===== config.mk =====
export PLATFORM = sky130hd
export DESIGN_NAME = id_ex_pipe_stage
export DESIGN_NICKNAME = d
export VERILOG_FILES = /design/src/rtl/id_ex_pipe_stage.sv
export SDC_FILE = /design/constraint.sdc
export NUM_CORES = 1
export LEC_CHECK = 0
export ABC_CLOCK_PERIOD_IN_PS = 9800
export BUFFER_PORTS_ARGS = -buffer_cell sky130_fd_sc_hd__buf_2
export CAP_MARGIN = 20
export CORE_ASPECT_RATIO = 0.5
export CORE_MARGIN = 1.5
export CORE_UTILIZATION = 56
export CTS_CLUSTER_SIZE = 14
export DETAILED_ROUTE_END_ITERATION = 7
export PLACE_DENSITY = 0.91
export SLEW_MARGIN = 20
export SYNTH_ARGS = -nofsm -noshare
export SYNTH_HDL_FRONTEND = slang
export SYNTH_SLANG_ARGS = --single-unit

===== constraint.sdc =====
create_clock -name clk_i -period 9.8 [get_ports clk_i]
set_clock_uncertainty 0.2 [all_clocks]
set_input_delay 0.98 -clock clk_i [delete_from_list [all_inputs] [get_ports clk_i]]
set_output_delay 0.98 -clock clk_i [all_outputs]
set_load 0.01 [all_outputs]

===== src/rtl/id_ex_pipe_stage.sv =====
// ID->EX pipeline stage register: valid/ready handshake, synchronous flush and an optional skid entry.
// Control, operands and register addresses travel as one packed beat so every field moves together.
module id_ex_pipe_stage #(
  parameter int unsigned CTRL_W = 8,
  parameter int unsigned DATA_W = 32,
  parameter int unsigned NDATA  = 3,
  parameter int unsigned ADDR_W = 5,
  parameter int unsigned NADDR  = 3,
  parameter int unsigned SKID   = 1
) (
  input  logic                      clk_i,
  input  logic                      rst_i,
  input  logic                      valid_i,
  output logic                      ready_o,
  input  logic [CTRL_W-1:0]         ctrl_i,
  input  logic [NDATA*DATA_W-1:0]   data_i,
  input  logic [NADDR*ADDR_W-1:0]   addr_i,
  input  logic                      flush_i,
  output logic                      valid_o,
  input  logic                      ready_i,
  output logic [CTRL_W-1:0]         ctrl_o,
  output logic [NDATA*DATA_W-1:0]   data_o,
  output logic [NADDR*ADDR_W-1:0]   addr_o,
  output logic [1:0]                count_o
);

  localparam int unsigned PAY_W  = NDATA*DATA_W + NADDR*ADDR_W;
  localparam int unsigned BEAT_W = CTRL_W + PAY_W;

  typedef enum logic [1:0] {
    EMPTY = 2'd0,
    ONE   = 2'd1,
    FULL  = 2'd2
  } occ_e;

  occ_e              state_q, state_d;
  logic [BEAT_W-1:0] main_q, main_d;
  logic [BEAT_W-1:0] skid_q, skid_d;
  logic [BEAT_W-1:0] beat_in;
  logic              main_valid, skid_valid;
  logic              accept, rel;

  assign beat_in    = {ctrl_i, data_i, addr_i};
  assign main_valid = (state_q != EMPTY);
  assign skid_valid = (state_q == FULL);

  // With the skid entry, ready depends only on state, breaking the ready_i -> ready_o path.
  if (SKID != 0) begin : g_skid
    assign ready_o = ~skid_valid;
  end else begin : g_noskid
    assign ready_o = ~main_valid | ready_i;
  end

  assign accept = valid_i & ready_o & ~flush_i;
  assign rel    = main_valid & ready_i;

  always_comb begin
    state_d = state_q;
    main_d  = main_q;
    skid_d  = skid_q;
    if (flush_i) begin
      state_d = EMPTY;
    end else begin
      case (state_q)
        EMPTY: begin
          if (accept) begin
            state_d = ONE;
            main_d  = beat_in;
          end
        end
        ONE: begin
          if (accept && rel) begin
            main_d = beat_in;
          end else if (accept) begin
            state_d = FULL;
            skid_d  = beat_in;
          end else if (rel) begin
            state_d = EMPTY;
          end
        end
        FULL: begin
          if (rel) begin
            state_d = ONE;
            main_d  = skid_q;
          end
        end
        default: state_d = EMPTY;
      endcase
    end
  end

  always_ff @(posedge clk_i or posedge rst_i) begin
    if (rst_i) begin
      state_q <= EMPTY;
      main_q  <= '0;
      skid_q  <= '0;
    end else begin
      state_q <= state_d;
      main_q  <= main_d;
      skid_q  <= skid_d;
    end
  end

  assign valid_o = main_valid;
  assign ctrl_o  = main_valid ? main_q[BEAT_W-1 -: CTRL_W] : '0;
  assign data_o  = main_q[NADDR*ADDR_W +: NDATA*DATA_W];
  assign addr_o  = main_q[NADDR*ADDR_W-1:0];
  assign count_o = {1'b0, main_valid} + {1'b0, skid_valid};

endmodule


==> reports/metrics.csv <==
stage;metric;value;unit
final_layout;final core utilization;0.638;
worst_setup_path;R2R Setup Slk;6.53;ns
timing;Final Hold Fails;0;
clock_tree;htree depth;1;
floorplan;core area;20900;um2
timing;worst-margin pin slew;1.07;ns
floorplan;I/O pin count;247;
detailed_routing;per-cell routed wire length;18.9;um
pwr;Peak VDD IR;133;uV
clock_tree;clock root buffer;clkbuf_16;
yosys;Synth Flop Type;dfrtp_1;
flow_run;Max Cap Viol;0;
worst_setup_path;CP Data Required Time;8.62;ns
yosys;top-count cell post-synth;dfrtp_1;
final_layout;Finished Cell Area;13400;um2
timing;final worst setup slack;6.15;ns
worst_setup_path;CP Launch Type;flop;
timing;Final min period;3.65;ns
worst_setup_path;Worst Path Max Fanout;76;
place;routability cong.;0.784;
yosys;Post-synth EDFFs;0;
timing;setup TNS;0;ns
yosys;Syn Area/Cell;15.7;um2
yosys;Yosys top cell by area;dfrtp_1;
worst_setup_path;Crit. End Element;output pin;
detailed_routing;via count;6275;
yosys;Post-synth top cells;dfrtp_1, mux2_4, mux2_2;
yosys;#FFs+latches synth;240;
yosys;post-synthesis sequential area ratio;0.493;
floorplan;row cnt;37;
place;port bufs;246;
clock_tree;CTS Hold Bufs;0;
final_layout;Layout Nets;1027;
worst_setup_path;Critical R2R Launch;state_q[0];
yosys;synth unique cells;22;
clock_tree;CTS Buf Count;22;
detailed_routing;Iter 0 DRT Violations;332;
pwr;Pwr Total;2.98;mW
final_layout;layout cells sized above 1;0.705;
detailed_routing;WL final;23000;um
detailed_routing;vias per inst;5.18;
detailed_routing;drt drc;0;
worst_setup_path;critical setup path kind;reg2out;
detailed_routing;Post-DRT Antenna Nets;0;
timing;RSZ-0062 raised after global routing;no;
clock_tree;Post-CTS Setup Repair Bufs;0;
clock_tree;CTS sink cnt;240;
final_layout;Area Growth Syn to Fin;9.61;%
hold_path;Hold Crit Class;reg2reg;
floorplan;die width;212;um
yosys;Mapped Area;12200;um2
yosys;Syn. warnings;0;
yosys;ranking of synthesized cells by area;dfrtp_1, mux2_4, mux2_2, buf_4, buf_12;
floorplan;Initial Util;0.582;
worst_setup_path;Critical Path AT;2.47;ns
worst_setup_path;Worst Setup SP;state_q[0];
timing;endpoints failing setup;0;
hold_path;worst min-delay path startpoint;main_q[101];
yosys;syn nets;901;
global_routing;first-pass GRT wire length;36900;um
timing;Slew Viols, Final;0;
timing;Worst slew margin;0.288;
global_routing;largest net degree at the start of global routing;87;
clock_tree;CTS tree;done;
clock_tree;CTS max path bufs;3;
clock_tree;clk_lat worst skew;0.51;ns
global_routing;All-Layer GR Usage;0.205;
place;dpl cell area;12600;um2
timing;crit share post-route;0.372;
pwr;Power Dens Cells;223;nW/um2
detailed_routing;Pre-antenna DRT Iters;4;
global_routing;antenna violations before repair;5;
yosys;Syn Inst Count;776;
clock_tree;post_cts resized;0;
place;pre-CTS setup slack;6.02;ns
global_routing;vias in the first global route;7050;
pwr;LEAKAGE;6.77;nW
floorplan;Die ar.;22700;um2
yosys;async set or reset register ratio after synthesis;1.00;
place;post-DP HPWL;15200;um
final_layout;Post-Layout Cell Count;1212;
clock_tree;clock-pin slew on the worst setup and hold paths;0.06;ns
global_routing;total gr overflow;0;
timing;maximum clock frequency;0.274;GHz
place;Cells after DPL;1170;
run_status;status;completed;
timing;final hold slack;0.303;ns
floorplan;Chip Height;107;um
yosys;Yosys top cell area share;0.493;
==> kinds of logic (layout without fill, tap and decap cells) <==
family / after synthesis / count (layout) / synth area share
other cells: 0 / 5 / 0
fa+ha+maj: 1 / 1 / 0.00103
buf+inv: 155 / 294 / 0.102
mux: 358 / 358 / 0.392
compound gates: 6 / 6 / 0.00349
simple gates: 16 / 16 / 0.00852
flops: 240 / 240 / 0.493
==> per-layer routing <==
| metal | global-route usage | part of all wire | vias to the layer above |
|---|---|---|---|
| met5 | 0 | 0 | - |
| met4 | 0.0760 | 0.034 | 0 |
| met3 | 0.0405 | 0.035 | 57 |
| met2 | 0.364 | 0.51 | 136 |
| met1 | 0.248 | 0.42 | 3225 |
| li1 | - | - | 2857 |
==> final timing paths <==
path,endpoint,cells after the start
worst max-delay path,count_o[0],5
worst min-delay path,main_q[101],1
worst max register to register,main_q[90],5
worst min register to register,main_q[101],1
max in group asynchronous,skid_q[29],4
min in group asynchronous,skid_q[87],2
==> layout make-up <==
class,count,area [um2]
antenna,5,12.5
clock buffer,35,671
clock inverter,2,37.5
fill,1573,7570
inverter,4,27.5
multi-input combinational,381,4950
sequential,240,6010
tap,292,365
timing repair buffer,253,1290
==> where the power goes <==
part | switching (mW) | internal (mW) | leakage [nW]
combinational | 0.269 | 0.426 | 3.54
sequential | 0.157 | 1.27 | 2.88
clock | 0.365 | 0.494 | 0.342
==> critical path: stages, from the launching register on <==
cell and delay [ns]:
dfrtp_1 0.45, and2b_2 0.29, inv_6 0.68, ha_1 0.37, inv_1 0.05, buf_2 0.12
==> placed cells by master, fill, tap and decap left out <==
cell type	netlist	routed
ha_1	1	1
mux2i_1	1	1
inv_8	0	1
clkbuf_1	0	7
inv_6	0	1
inv_1	3	2
a21oi_1	2	2
and3b_1	1	1
nor2_1	2	2
clkbuf_16	0	23
o31ai_1	1	1
clkbuf_8	0	5
mux2_4	198	198
nor2b_1	9	9
nor3b_1	1	1
bufinv_16	0	1
o21ai_0	1	1
and2b_2	1	1
nand4bb_1	1	1
o21a_1	1	1
o31ai_4	0	1
dfrtp_1	240	240
diode_2	0	5
buf_2	16	246
buf_6	0	1
clkinvlp_4	0	1
mux2_2	159	159
buf_4	124	6
nand2_4	0	1
==> sequential cells by signal, summed over array words and instances, names as in the netlist <==
register  cells
main_q      119
skid_q      119
state_q       2
Note: power is estimated with default switching activity, not from simulation.
